### src/rtl/alu_pkg.sv
// Shared ALU definitions: control codes, control type and the arbiter's result-slot states.
package alu_pkg;

  typedef logic [3:0] ctl_t;

  localparam ctl_t ALU_AND = 4'd0;
  localparam ctl_t ALU_OR  = 4'd1;
  localparam ctl_t ALU_ADD = 4'd2;
  localparam ctl_t ALU_SUB = 4'd6;
  localparam ctl_t ALU_SLT = 4'd7;

  typedef enum logic {
    IDLE = 1'b0,
    HOLD = 1'b1
  } state_t;

  function automatic logic ctl_supported(input ctl_t c);
    return (c == ALU_AND) || (c == ALU_OR) || (c == ALU_ADD) ||
           (c == ALU_SUB) || (c == ALU_SLT);
  endfunction

endpackage

### src/rtl/alu_arbiter_if.sv
// Request/response bundle for alu_arbiter; master = requesters and consumer, slave = arbiter.
interface alu_arbiter_if;
  import alu_pkg::*;

  logic        req0_valid;
  logic        req0_ready;
  ctl_t        req0_ctl;
  logic [31:0] req0_a;
  logic [31:0] req0_b;

  logic        req1_valid;
  logic        req1_ready;
  ctl_t        req1_ctl;
  logic [31:0] req1_a;
  logic [31:0] req1_b;

  logic        rsp_valid;
  logic        rsp_ready;
  logic        rsp_id;
  logic [31:0] rsp_data;
  logic        rsp_zero;
  logic        rsp_err;
  logic [15:0] op_count;

  modport master (
    output req0_valid, req0_ctl, req0_a, req0_b,
    output req1_valid, req1_ctl, req1_a, req1_b,
    output rsp_ready,
    input  req0_ready, req1_ready,
    input  rsp_valid, rsp_id, rsp_data, rsp_zero, rsp_err, op_count
  );

  modport slave (
    input  req0_valid, req0_ctl, req0_a, req0_b,
    input  req1_valid, req1_ctl, req1_a, req1_b,
    input  rsp_ready,
    output req0_ready, req1_ready,
    output rsp_valid, rsp_id, rsp_data, rsp_zero, rsp_err, op_count
  );

endinterface

### src/rtl/alu_arbiter_alu32.sv
// 32-bit combinational ALU (AND/OR/ADD/SUB/SLT); zero latency, no flow control.
// Unsupported codes yield result 0 with err set and zero cleared.
module alu32
  import alu_pkg::*;
(
  input  ctl_t        ctl,
  input  logic [31:0] a,
  input  logic [31:0] b,
  output logic [31:0] result,
  output logic        zero,
  output logic        err
);

  always_comb begin
    result = '0;
    err    = !ctl_supported(ctl);
    case (ctl)
      ALU_AND: result = a & b;
      ALU_OR:  result = a | b;
      ALU_ADD: result = a + b;
      ALU_SUB: result = a - b;
      ALU_SLT: result = {31'd0, ($signed(a) < $signed(b))};
      default: result = '0;
    endcase
    zero = !err && (result == '0);
  end

endmodule

### src/rtl/alu_arbiter.sv
// Two-requester arbiter sharing one ALU; result registered (latency 1), one result slot.
// Readies drop while the held result is stalled by rsp_ready; drain+accept in one cycle keeps 1 op/cycle.
module alu_arbiter
  import alu_pkg::*;
#(
  parameter bit FAIR = 1'b1
) (
  input  logic          clk,
  input  logic          reset,
  alu_arbiter_if.slave  bus
);

  state_t      state;
  logic        ptr;
  logic        rsp_valid_q;
  logic        rsp_id_q;
  logic [31:0] rsp_data_q;
  logic        rsp_zero_q;
  logic        rsp_err_q;
  logic [15:0] op_count_q;

  logic        slot_free;
  logic        gnt_id;
  logic        accept;
  ctl_t        sel_ctl;
  logic [31:0] sel_a;
  logic [31:0] sel_b;
  logic [31:0] alu_res;
  logic        alu_zero;
  logic        alu_err;

  // Requester 1 wins only when alone, or when the round-robin pointer favours it.
  assign gnt_id    = bus.req1_valid && (!bus.req0_valid || (FAIR && ptr));
  assign slot_free = (state == IDLE) || (rsp_valid_q && bus.rsp_ready);
  assign accept    = !reset && slot_free && (bus.req0_valid || bus.req1_valid);

  assign bus.req0_ready = accept && !gnt_id;
  assign bus.req1_ready = accept && gnt_id;

  assign sel_ctl = gnt_id ? bus.req1_ctl : bus.req0_ctl;
  assign sel_a   = gnt_id ? bus.req1_a   : bus.req0_a;
  assign sel_b   = gnt_id ? bus.req1_b   : bus.req0_b;

  alu32 u_alu (
    .ctl    (sel_ctl),
    .a      (sel_a),
    .b      (sel_b),
    .result (alu_res),
    .zero   (alu_zero),
    .err    (alu_err)
  );

  always_ff @(posedge clk) begin
    if (reset) begin
      state       <= IDLE;
      ptr         <= 1'b0;
      rsp_valid_q <= 1'b0;
      rsp_id_q    <= 1'b0;
      rsp_data_q  <= '0;
      rsp_zero_q  <= 1'b0;
      rsp_err_q   <= 1'b0;
      op_count_q  <= '0;
    end else if (accept) begin
      state       <= HOLD;
      ptr         <= !gnt_id;
      rsp_valid_q <= 1'b1;
      rsp_id_q    <= gnt_id;
      rsp_data_q  <= alu_res;
      rsp_zero_q  <= alu_zero;
      rsp_err_q   <= alu_err;
      op_count_q  <= op_count_q + 16'd1;
    end else if (rsp_valid_q && bus.rsp_ready) begin
      state       <= IDLE;
      rsp_valid_q <= 1'b0;
    end
  end

  assign bus.rsp_valid = rsp_valid_q;
  assign bus.rsp_id    = rsp_id_q;
  assign bus.rsp_data  = rsp_data_q;
  assign bus.rsp_zero  = rsp_zero_q;
  assign bus.rsp_err   = rsp_err_q;
  assign bus.op_count  = op_count_q;

endmodule
### src/flat_wrapper.sv
// flat-port wrapper written by rule: the top's interface ports become plain ports
module alu_arbiter_flat import alu_pkg::*;
#(
  parameter bit FAIR = 1'b1
)
  (clk, reset, bus_req0_valid, bus_req0_ctl, bus_req0_a, bus_req0_b, bus_req1_valid, bus_req1_ctl, bus_req1_a, bus_req1_b, bus_rsp_ready, bus_req0_ready, bus_req1_ready, bus_rsp_valid, bus_rsp_id, bus_rsp_data, bus_rsp_zero, bus_rsp_err, bus_op_count);
  alu_arbiter_if bus_i ();
  input  logic clk;
  input  logic reset;
  input wire logic [$bits(bus_i.req0_valid)-1:0] bus_req0_valid;
  input wire logic [$bits(bus_i.req0_ctl)-1:0] bus_req0_ctl;
  input wire logic [$bits(bus_i.req0_a)-1:0] bus_req0_a;
  input wire logic [$bits(bus_i.req0_b)-1:0] bus_req0_b;
  input wire logic [$bits(bus_i.req1_valid)-1:0] bus_req1_valid;
  input wire logic [$bits(bus_i.req1_ctl)-1:0] bus_req1_ctl;
  input wire logic [$bits(bus_i.req1_a)-1:0] bus_req1_a;
  input wire logic [$bits(bus_i.req1_b)-1:0] bus_req1_b;
  input wire logic [$bits(bus_i.rsp_ready)-1:0] bus_rsp_ready;
  output wire logic [$bits(bus_i.req0_ready)-1:0] bus_req0_ready;
  output wire logic [$bits(bus_i.req1_ready)-1:0] bus_req1_ready;
  output wire logic [$bits(bus_i.rsp_valid)-1:0] bus_rsp_valid;
  output wire logic [$bits(bus_i.rsp_id)-1:0] bus_rsp_id;
  output wire logic [$bits(bus_i.rsp_data)-1:0] bus_rsp_data;
  output wire logic [$bits(bus_i.rsp_zero)-1:0] bus_rsp_zero;
  output wire logic [$bits(bus_i.rsp_err)-1:0] bus_rsp_err;
  output wire logic [$bits(bus_i.op_count)-1:0] bus_op_count;
  assign bus_i.req0_valid = bus_req0_valid;
  assign bus_i.req0_ctl = bus_req0_ctl;
  assign bus_i.req0_a = bus_req0_a;
  assign bus_i.req0_b = bus_req0_b;
  assign bus_i.req1_valid = bus_req1_valid;
  assign bus_i.req1_ctl = bus_req1_ctl;
  assign bus_i.req1_a = bus_req1_a;
  assign bus_i.req1_b = bus_req1_b;
  assign bus_i.rsp_ready = bus_rsp_ready;
  assign bus_req0_ready = bus_i.req0_ready;
  assign bus_req1_ready = bus_i.req1_ready;
  assign bus_rsp_valid = bus_i.rsp_valid;
  assign bus_rsp_id = bus_i.rsp_id;
  assign bus_rsp_data = bus_i.rsp_data;
  assign bus_rsp_zero = bus_i.rsp_zero;
  assign bus_rsp_err = bus_i.rsp_err;
  assign bus_op_count = bus_i.op_count;
  alu_arbiter #(.FAIR(FAIR)) u_core (.clk(clk), .reset(reset), .bus(bus_i));
endmodule
### config.mk
export PLATFORM = sky130hd
export DESIGN_NAME = alu_arbiter_flat
export DESIGN_NICKNAME = d
export VERILOG_FILES = /design/src/rtl/alu_pkg.sv /design/src/rtl/alu_arbiter_if.sv /design/src/rtl/alu_arbiter_alu32.sv /design/src/rtl/alu_arbiter.sv /design/src/flat_wrapper.sv
export SDC_FILE = /design/constraint.sdc
export NUM_CORES = 1
export LEC_CHECK = 0
export ABC_AREA = 1
export CORE_UTILIZATION = 42
export CTS_CLUSTER_SIZE = 12
export DETAILED_ROUTE_END_ITERATION = 6
export PLACE_DENSITY = 0.68
export SLEW_MARGIN = 20
export SYNTH_ARGS = -nofsm -noshare
export SYNTH_HDL_FRONTEND = slang
export SYNTH_SLANG_ARGS = --single-unit
### constraint.sdc
create_clock -name clk -period 5.8 [get_ports clk]
set_clock_uncertainty 0.2 [all_clocks]
set_input_delay 1.16 -clock clk [delete_from_list [all_inputs] [get_ports clk]]
set_output_delay 1.16 -clock clk [all_outputs]
set_load 0.005 [all_outputs]
==> key figures, run 1 <==
Min path
  • Hold path cells: 2
  • Hold path startpoint: u_core.bus.rsp_zero
  • Hold path endpoint: u_core.bus.rsp_zero
  • Worst Hold Class: reg2reg

Yosys
  • Synth Cell Area: 0.00881 mm²
  • EDFF count, synth: 0
  • Part of the Yosys area used for sequential elements: 12.0%
  • Netlist cell types: 46
  • Synth Register Bits: 53
  • Dominant synthesized flop cell: dfxtp_1
  • Syn avg cell area: 5.53 µm²
  • Ys Warns: 0
  • Syn Nets: 1,831
  • Gate count after technology mapping: 1,593
  • Async set or reset register ratio after synthesis: 0%

Placed design
  • Cell total after placement: 2,031
  • Post-DP HPWL: 28,400 µm
  • GPL Wtd Cong: 1.01
  • Port bufs: 194
  • Post-Place Cell Area: 0.0111 mm²

Power
  • Max IR drop VDD: 0.115 mV
  • Pwr Density: 183 mW/mm²
  • Pleak: 5.53 nW
  • Total power draw: 2.06 mW

Clocking
  • Clock Latency Late Sink: 0.29 ns
  • Hold_buf cts: 0
  • Post-CTS Resized: 0
  • Clk sink count: 53
  • CTS Buffer Depth: 2
  • H-tree depth: 2
  • Clk pin slew, worst setup/hold paths: 0.07 ns
  • Cts bufs inserted: 5
  • CTS Root Cell: clkbuf_16
  • Post-CTS setup buffers: 0
  • TritonCTS clock tree: yes

Die
  • Core area: 0.0204 mm²
  • Initial Utilization: 43.1%
  • # IOs: 195
  • # rows: 52
  • Die area: 0.0216 mm²
  • Die height: 147 µm
  • Die Span X: 147 µm

Critical path
  • Worst R2R Path Depth: 24
  • Reg2Reg Setup Slack: 1.47 ns
  • Crit Path Max Fanout: 51
  • CP Capture Type: flip-flop
  • Crit path launch type: input pin
  • Critical path class: in2reg
  • WP data required: 5.83 ns
  • Worst r2r dst: u_core.bus.rsp_zero
  • Launch point of the worst reg-to-reg path: u_core.ptr
  • Crit path DAT: 5.37 ns

Timing
  • # setup viols final: 0
  • Max transition margin: 50.5%
  • Final hold viol count: 0
  • RSZ-0062 raised after global routing: false
  • Slew @ Worst Pin: 0.735 ns
  • Setup TNS Final: 0 ns
  • Fmax: 187 MHz
  • Minimum clock period: 5.34 ns
  • Final Max Tran Viols: 0
  • Min Hold Slack: 0.266 ns
  • Final Cycle Share: 92.2%

Global route
  • Initial antenna violation count: 0
  • First-pass GRT wire length: 51,400 µm
  • Vias in the first global route: 9,559
  • Largest net degree at the start of global routing: 52
  • Gr usage total: 30.3%
  • Congestion Overflow GR: 0

Layout
  • Synth-to-layout area growth: 27.7%
  • Share of cells above drive strength 1: 5.60%
  • Final net count: 2,006
  • Fillers: 2,192
  • Leading cell types in the layout, fill and taps excluded: nand2_1 (347), inv_1 (285), clkdlybuf4s50_1 (194)
  • Post-route insts no fill: 2,039
  • Commonest non-fill, non-tap cell in the layout: nand2_1
  • Final Cell Area: 0.0113 mm²
  • N_diodes: 0

Routing
  • DR vias: 10,700
  • Final ANT Viol Nets: 0
  • Via density: 5.26
  • Final Routed Wirelength: 33,200 µm
  • Drt drc: 0
  • Met3 wire len: 3690 µm
  • Met2 Wirelength: 13,500 µm
  • First-pass DRT Iterations: 6
  • Wire length per cell: 16.3 µm
  • DRT iter0 DRCs: 1,047
  • DR top layer: met4
  • Metal1 wirelength: 15,600 µm

Run
  • Max cap viols: 0

Run status
  • Status: completed
## final cells by class
| cell class | instances | area (µm²) | area share [%] |
|---|---|---|---|
| Clock buffer | 6 | 139 | 1.23 |
| Clock inverter | 2 | 37.5 | 0.334 |
| Inverter | 293 | 1100 | 9.78 |
| Multi-Input combinational cell | 1192 | 6390 | 56.8 |
| Sequential cell | 53 | 1060 | 9.43 |
| Tap cell | 270 | 338 | 3.00 |
| Timing Repair Buffer | 223 | 2180 | 19.4 |
## worst max-delay path: stages
cell	delay (ns)
clkdlybuf4s50_1	0.53
nand2_2	0.18
nand2_4	0.33
buf_12	0.25
o21ai_0	0.19
ha_1	0.55
inv_1	0.21
a21oi_1	0.21
o21ai_0	0.16
a21oi_1	0.31
nor2_1	0.09
a211oi_1	0.27
nand3_1	0.12
nand3_1	0.09
nand2_1	0.05
nor2_1	0.21
nand3_1	0.10
nor2_1	0.10
nand3_1	0.09
a21oi_1	0.12
## power breakdown
part	total [mW]	leakage [nW]	internal, mW	switching, mW
sequential	0.398	0.432	0.386	0.0115
combinational	1.32	5.01	0.473	0.846
clock	0.344	0.0831	0.215	0.129
## routing by layer
| layer | track usage (%) | vias to the layer above |
|---|---|---|
| li1 | - | 5430 |
| met4 | 4.53 | 0 |
| met3 | 5.03 | 29 |
| met5 | 0 | - |
| met2 | 45.5 | 545 |
| met1 | 45.6 | 4730 |
## worst max path at each step
stage	start	end	slack, ns	cells after the start
CTS	bus_req0_valid	u_core.bus.rsp_zero	0.50	24
global placement	bus_req0_valid	u_core.bus.rsp_zero	0.28	24
global route	bus_req0_valid	u_core.bus.rsp_zero	0.05	24
finish	bus_req0_valid	u_core.bus.rsp_zero	0.46	20
detailed placement	bus_req0_valid	u_core.bus.rsp_zero	0.21	24
floorplan	bus_req0_valid	u_core.bus.rsp_zero	1.37	26
## flip-flops by register name, indices dropped and copies added (netlist names)
signal	cells
u_core.bus.rsp_id	1
u_core.bus.op_count	16
u_core.bus.rsp_err	1
u_core.bus.rsp_valid	1
u_core.bus.rsp_zero	1
u_core.ptr	1
u_core.bus.rsp_data	32
## kinds of logic (layout without fill, tap and decap cells)
logic type / after synthesis / count (layout) / synth area share [%]
buffers and inverters: 348 / 524 / 15.5
xor gates and xnor gates: 3 / 3 / 0.298
adders and majority gates: 97 / 97 / 13.9
AOI/OAI and AO/OA: 314 / 314 / 19.1
DFF: 53 / 53 / 12.0
and+or+nand+nor: 778 / 778 / 39.2
## per-stage QoR
stage | setup WS (ns) | util (%)
2_1_floorplan | 1.37 | -
3_3_place_gp | 0.281 | 54.2
3_5_place_dp | 0.208 | 54.2
4_1_cts | 0.498 | 55.1
5_1_grt | 0.0467 | 55.1
6_report | 0.455 | 55.1
## Yosys cell counts, types with 10 or more instances
cell / count / area share (%)
nor2_1: 165 / 7.0
dfxtp_1: 53 / 12
nor3_1: 20 / 1.1
inv_1: 285 / 12
nand2_2: 18 / 1.3
o21ai_0: 152 / 8.6
ha_1: 95 / 13
nand3b_1: 13 / 1.1
nand2_1: 347 / 15
nand4_1: 15 / 1.1
a21oi_1: 110 / 6.2
buf_2: 15 / 0.85
clkbuf_1: 33 / 1.4
or2_2: 17 / 1.2
a31oi_1: 10 / 0.71
nand3_1: 159 / 9.0
(Power assumes the default switching activity.)
==> inputs of run 2 (changes only) <==
Clock period 5.8 ns to 5.4 ns, I/O delays scaled along.
==> run 2 against run 1 <==
Against the previous run: final area decreased by 0.16%; power grew 4.8%; register-to-register slack worse by 0.23 ns; sequential cell count stayed put.
==> key figures, run 2 (synthesized netlist as in run 1, its figures left out) <==
Run status
  • Status: completed

Layout
  • Fillers: 2,195
  • Commonest non-fill, non-tap cell in the layout: nand2_1
  • Max reg flops: 32
  • Reg area: 0.00106 mm²
  • Final design utilization: 55.0%
  • N_diodes: 0
  • Final net count: 2,007
  • Multi-input gate area: 0.00640 mm²
  • Share of cells above drive strength 1: 5.77%
  • Leading cell types in the layout, fill and taps excluded: nand2_1 (346), inv_1 (284), clkdlybuf4s50_1 (194)
  • Synth-to-layout area growth: 27.5%

Critical path
  • Buf+Inv Stages, Crit Path: 3
  • Critical path class: in2reg
  • Crit-path leading delay family: simple AND/OR/NAND/NOR gates
  • Crit Path Max Fanout: 62
  • Crit path cell chain: clkdlybuf4s50_1, nand2_4, buf_12, buf_12, o21ai_0, ha_1, nor4_1, nand2_1, nor2_1, a211oi_1, nand2_1, nand2_1, nand3_1, nand2_1, nor2_1, nand3_1, a21oi_1
  • CP max-delay cell: o21ai_0
  • WP data required: 5.43 ns
  • Crit path top cell by count: nand2_1
  • Crit path launch type: input pin
  • Crit path DAT: 5.11 ns
  • CP max stage delay: 0.77 ns
  • CP Capture Type: flip-flop

Global route
  • Gr usage total: 30.3%
  • Largest net degree at the start of global routing: 63
  • Vias in the first global route: 9,516
  • Initial antenna violation count: 0
  • Congestion Overflow GR: 0
  • First-pass GRT wire length: 51,200 µm

Clocking
  • Post-CTS setup buffers: 0
  • Hold_buf cts: 0
  • Post-CTS Resized: 0
  • CTS Buffer Depth: 2
  • H-tree depth: 2
  • CTS Root Cell: clkbuf_16
  • TritonCTS clock tree: yes
  • Clk pin slew, worst setup/hold paths: 0.07 ns
  • Clock Latency Late Sink: 0.29 ns
  • Clk sink count: 53
  • Cts bufs inserted: 5

Placed design
  • Post-DP HPWL: 28,300 µm
  • GPL Wtd Cong: 0.999
  • Port bufs: 194

Power
  • Pleak: 5.51 nW
  • Pwr Density: 192 mW/mm²
  • Total power draw: 2.16 mW
  • Max IR drop VDD: 0.112 mV

Timing
  • Slew @ Worst Pin: 0.988 ns
  • Minimum clock period: 5.09 ns
  • Fmax: 197 MHz
  • Final Cycle Share: 94.2%
  • Max transition margin: 33.5%
  • Final Max Tran Viols: 0
  • Min Hold Slack: 0.265 ns
  • RSZ-0062 raised after global routing: false
  • Final hold viol count: 0
  • Setup TNS Final: 0 ns
  • # setup viols final: 0

Routing
  • Wire length per cell: 16.2 µm
  • Final ANT Viol Nets: 0
  • Final Routed Wirelength: 33,000 µm
  • Via density: 5.19
  • DR vias: 10,600
  • DRT iter0 DRCs: 733
  • Drt drc: 0
  • First-pass DRT Iterations: 5

Die
  • # IOs: 195
  • Die area: 0.0216 mm²
  • Core area: 0.0204 mm²
  • Die Span X: 147 µm
  • Die height: 147 µm
  • Initial Utilization: 43.1%
  • # rows: 52

Min path
  • Worst Hold Class: reg2reg

Run
  • Max cap viols: 0
[run 2: routing by layer]
metal  GRT usage (%)  part of all wire [%]  vias to the layer above
met5               0                     0                        -
met4            7.29                   1.9                        0
met3            6.24                   9.7                       30
met2            45.1                    41                      469
met1            44.1                    48                     4639
li1                -                     -                     5441
[run 2: final timing paths]
path / cells past startpoint / from / endpoint / slack (ns)
setup reg to reg: 18 / u_core.ptr / u_core.bus.rsp_zero / 1.24
setup / recovery: 17 / bus_req1_valid / u_core.bus.rsp_zero / 0.31
hold reg to reg: 2 / u_core.bus.rsp_data[1] / u_core.bus.rsp_data[1] / 0.26
hold / removal: 2 / u_core.bus.rsp_data[1] / u_core.bus.rsp_data[1] / 0.26
[run 2: worst min-delay path, stage by stage, from the launching register on]
cell	delay, ns
dfxtp_1	0.31
nand2_1	0.06
a21oi_1	0.05
[run 2: cell type report]
| class | count | area share, % |
|---|---|---|
| Sequential cell | 53 | 9.45 |
| Tap cell | 270 | 3.01 |
| Multi-Input combinational cell | 1192 | 56.9 |
| Clock inverter | 1 | 0.0668 |
| Inverter | 293 | 9.79 |
| Timing Repair Buffer | 224 | 19.5 |
| Clock buffer | 6 | 1.24 |
[run 2: metrics by stage]
stage / cells / cell area, µm² / worst slack (ns)
final: 2039 / 11200 / 0.314
after global routing: 2039 / 11200 / 0.0183
after CTS: 2039 / 11200 / 0.351
after detailed placement: 2032 / 11100 / 0.0623
after global placement: 2032 / 11100 / 0.0935
after floorplan: 1593 / 8810 / 1.05
[run 2: power by group]
part / total [mW] / internal [mW] / leakage, nW / switching (mW)
logic: 1.41 / 0.512 / 5.01 / 0.902
clock network: 0.319 / 0.182 / 0.0690 / 0.137
registers: 0.427 / 0.415 / 0.432 / 0.0122
total: 2.16 / 1.11 / 5.51 / 1.05
==> inputs of run 3 (changes only) <==
Settings changed: CAP_MARGIN set to 20, SETUP_SLACK_MARGIN set to 0.02.
==> run 3 against run 2 <==
Against the previous run: via count hardly changed; routed wire length hardly changed; maximum frequency is 1.2% higher; final area hardly changed; sequential share of layout area hardly changed; non-clock buffer count stayed put.
==> key figures, run 3 (synthesized netlist as in run 1, its figures left out) <==
Global route
  • Vias in the first global route: 9,516
  • Congestion Overflow GR: 0
  • First-pass GRT wire length: 51,200 µm
  • Gr usage total: 30.3%
  • Initial antenna violation count: 0
  • Largest net degree at the start of global routing: 63

Min path
  • Worst Hold Class: reg2reg
  • Hold path cells: 2

Power
  • Pwr Density: 192 mW/mm²
  • Total power draw: 2.16 mW
  • Net Switching: 1.05 mW
  • Pleak: 5.51 nW
  • Register share of total power: 19.8%
  • Comb power frac: 65.5%
  • Clock power share: 14.8%
  • Max IR drop VDD: 0.112 mV
  • P_int: 1.11 mW
  • Sw Ratio: 48.7%

Timing
  • Max transition margin: 47.2%
  • Final hold viol count: 0
  • Slew @ Worst Pin: 0.783 ns
  • RSZ-0062 raised after global routing: false
  • Setup TNS Final: 0 ns
  • Minimum clock period: 5.03 ns
  • Final Cycle Share: 93.1%
  • # setup viols final: 0
  • Fmax: 199 MHz
  • Worst setup margin: 0.372 ns
  • Final Max Tran Viols: 0
  • Min Hold Slack: 0.265 ns

Routing
  • Final Routed Wirelength: 33,000 µm
  • Final ANT Viol Nets: 0
  • DR vias: 10,600
  • Wire length per cell: 16.2 µm
  • DRT iter0 DRCs: 754
  • First-pass DRT Iterations: 5
  • Via density: 5.18
  • Drt drc: 0

Layout
  • Fillers: 2,193
  • Leading cell types in the layout, fill and taps excluded: nand2_1 (346), inv_1 (284), clkdlybuf4s50_1 (194)
  • Synth-to-layout area growth: 27.5%
  • Reg area: 0.00106 mm²
  • Share of cells above drive strength 1: 5.82%
  • Multi-input gate area: 0.00640 mm²
  • Final Cell Area: 0.0112 mm²
  • Final design utilization: 55.0%
  • Max reg flops: 32
  • Post-route insts no fill: 2,039
  • Final net count: 2,007
  • Commonest non-fill, non-tap cell in the layout: nand2_1
  • N_diodes: 0

Placed design
  • Port bufs: 194
  • Cell total after placement: 2,032
  • Post-Place Cell Area: 0.0111 mm²
  • Worst slack, placed: 0.0623 ns
  • Post-DP HPWL: 28,300 µm
  • GPL Wtd Cong: 0.999

Clocking
  • CTS Root Cell: clkbuf_16
  • Clock Latency Late Sink: 0.29 ns
  • CTS Buffer Depth: 2
  • TritonCTS clock tree: yes
  • H-tree depth: 2
  • Clk sink count: 53
  • Cts bufs inserted: 5
  • Clk pin slew, worst setup/hold paths: 0.07 ns

Die
  • Core area: 0.0204 mm²
  • Die height: 147 µm
  • # rows: 52
  • Die area: 0.0216 mm²
  • # IOs: 195
  • Initial Utilization: 43.1%
  • Die Span X: 147 µm

Critical path
  • Crit Path Max Fanout: 15
  • WP data required: 5.43 ns
  • CP Capture Type: flip-flop
  • Crit path DAT: 5.06 ns
  • Worst R2R Path Depth: 22
  • Crit path launch type: input pin
  • Critical path class: in2reg

Run status
  • Status: completed

Run
  • Max cap viols: 0
[run 3: cell counts in the layout (fill, tap and decap cells not counted)]
No cell type changed its count.
[run 3: layout make-up]
class                      count  area share [%]
inverter                     293            9.79
tap                          270            3.01
sequential                    53            9.44
clock buffer                   6            1.24
clock inverter                 1          0.0668
multi-input combinational   1192            57.0
timing repair buffer         224            19.5
[run 3: power by group through the flow]
stage	Clock (mW)	Combinational, mW	Sequential, mW
floorplan	0	0.869	0.437
global placement	0	1.37	0.435
detailed placement	0	1.37	0.436
CTS	0.327	1.38	0.427
global route	0.339	1.57	0.430
finish	0.319	1.42	0.427
[run 3: repair_timing]
action                                  4_1_cts  5_1_grt
hold buffers                                  0        0
gates resized for setup                       0        4
endpoints found under the setup margin        0        1
setup buffers                                 0        0
[run 3: worst paths after layout]
kind,start,to,slack [ns]
hold / removal,u_core.bus.rsp_data[1],u_core.bus.rsp_data[1],0.26
setup / recovery,bus_req1_valid,u_core.bus.rsp_zero,0.37
hold reg to reg,u_core.bus.rsp_data[1],u_core.bus.rsp_data[1],0.26
setup reg to reg,u_core.ptr,u_core.bus.rsp_zero,1.36
[run 3: worst max-delay path: stages]
cell and delay, ns:
clkdlybuf4s50_1 0.50, a21boi_2 0.20, buf_4 0.19, or2_2 0.28, o21ai_0 0.11, inv_1 0.10, ha_1 0.45, a21oi_1 0.35
nor2_1 0.07, nor2_1 0.09, nand3_1 0.16, nand2_1 0.12, nand3_2 0.11, a21oi_2 0.27, nor2_1 0.09, nor2_1 0.11
nand2_1 0.06, nand3_1 0.10, nand2_1 0.07, nor2_1 0.14, nand2_1 0.07, nor2_1 0.12, nand3_1 0.09, a21oi_1 0.12
[run 3: metal layers]
| layer | part of all wire, % | vias up | global-route usage [%] |
|---|---|---|---|
| li1 | - | 5444 | - |
| met1 | 48 | 4636 | 44.1 |
| met4 | 2.0 | 0 | 7.29 |
| met5 | 0 | - | 0 |
| met3 | 9.4 | 32 | 6.24 |
| met2 | 41 | 457 | 45.1 |
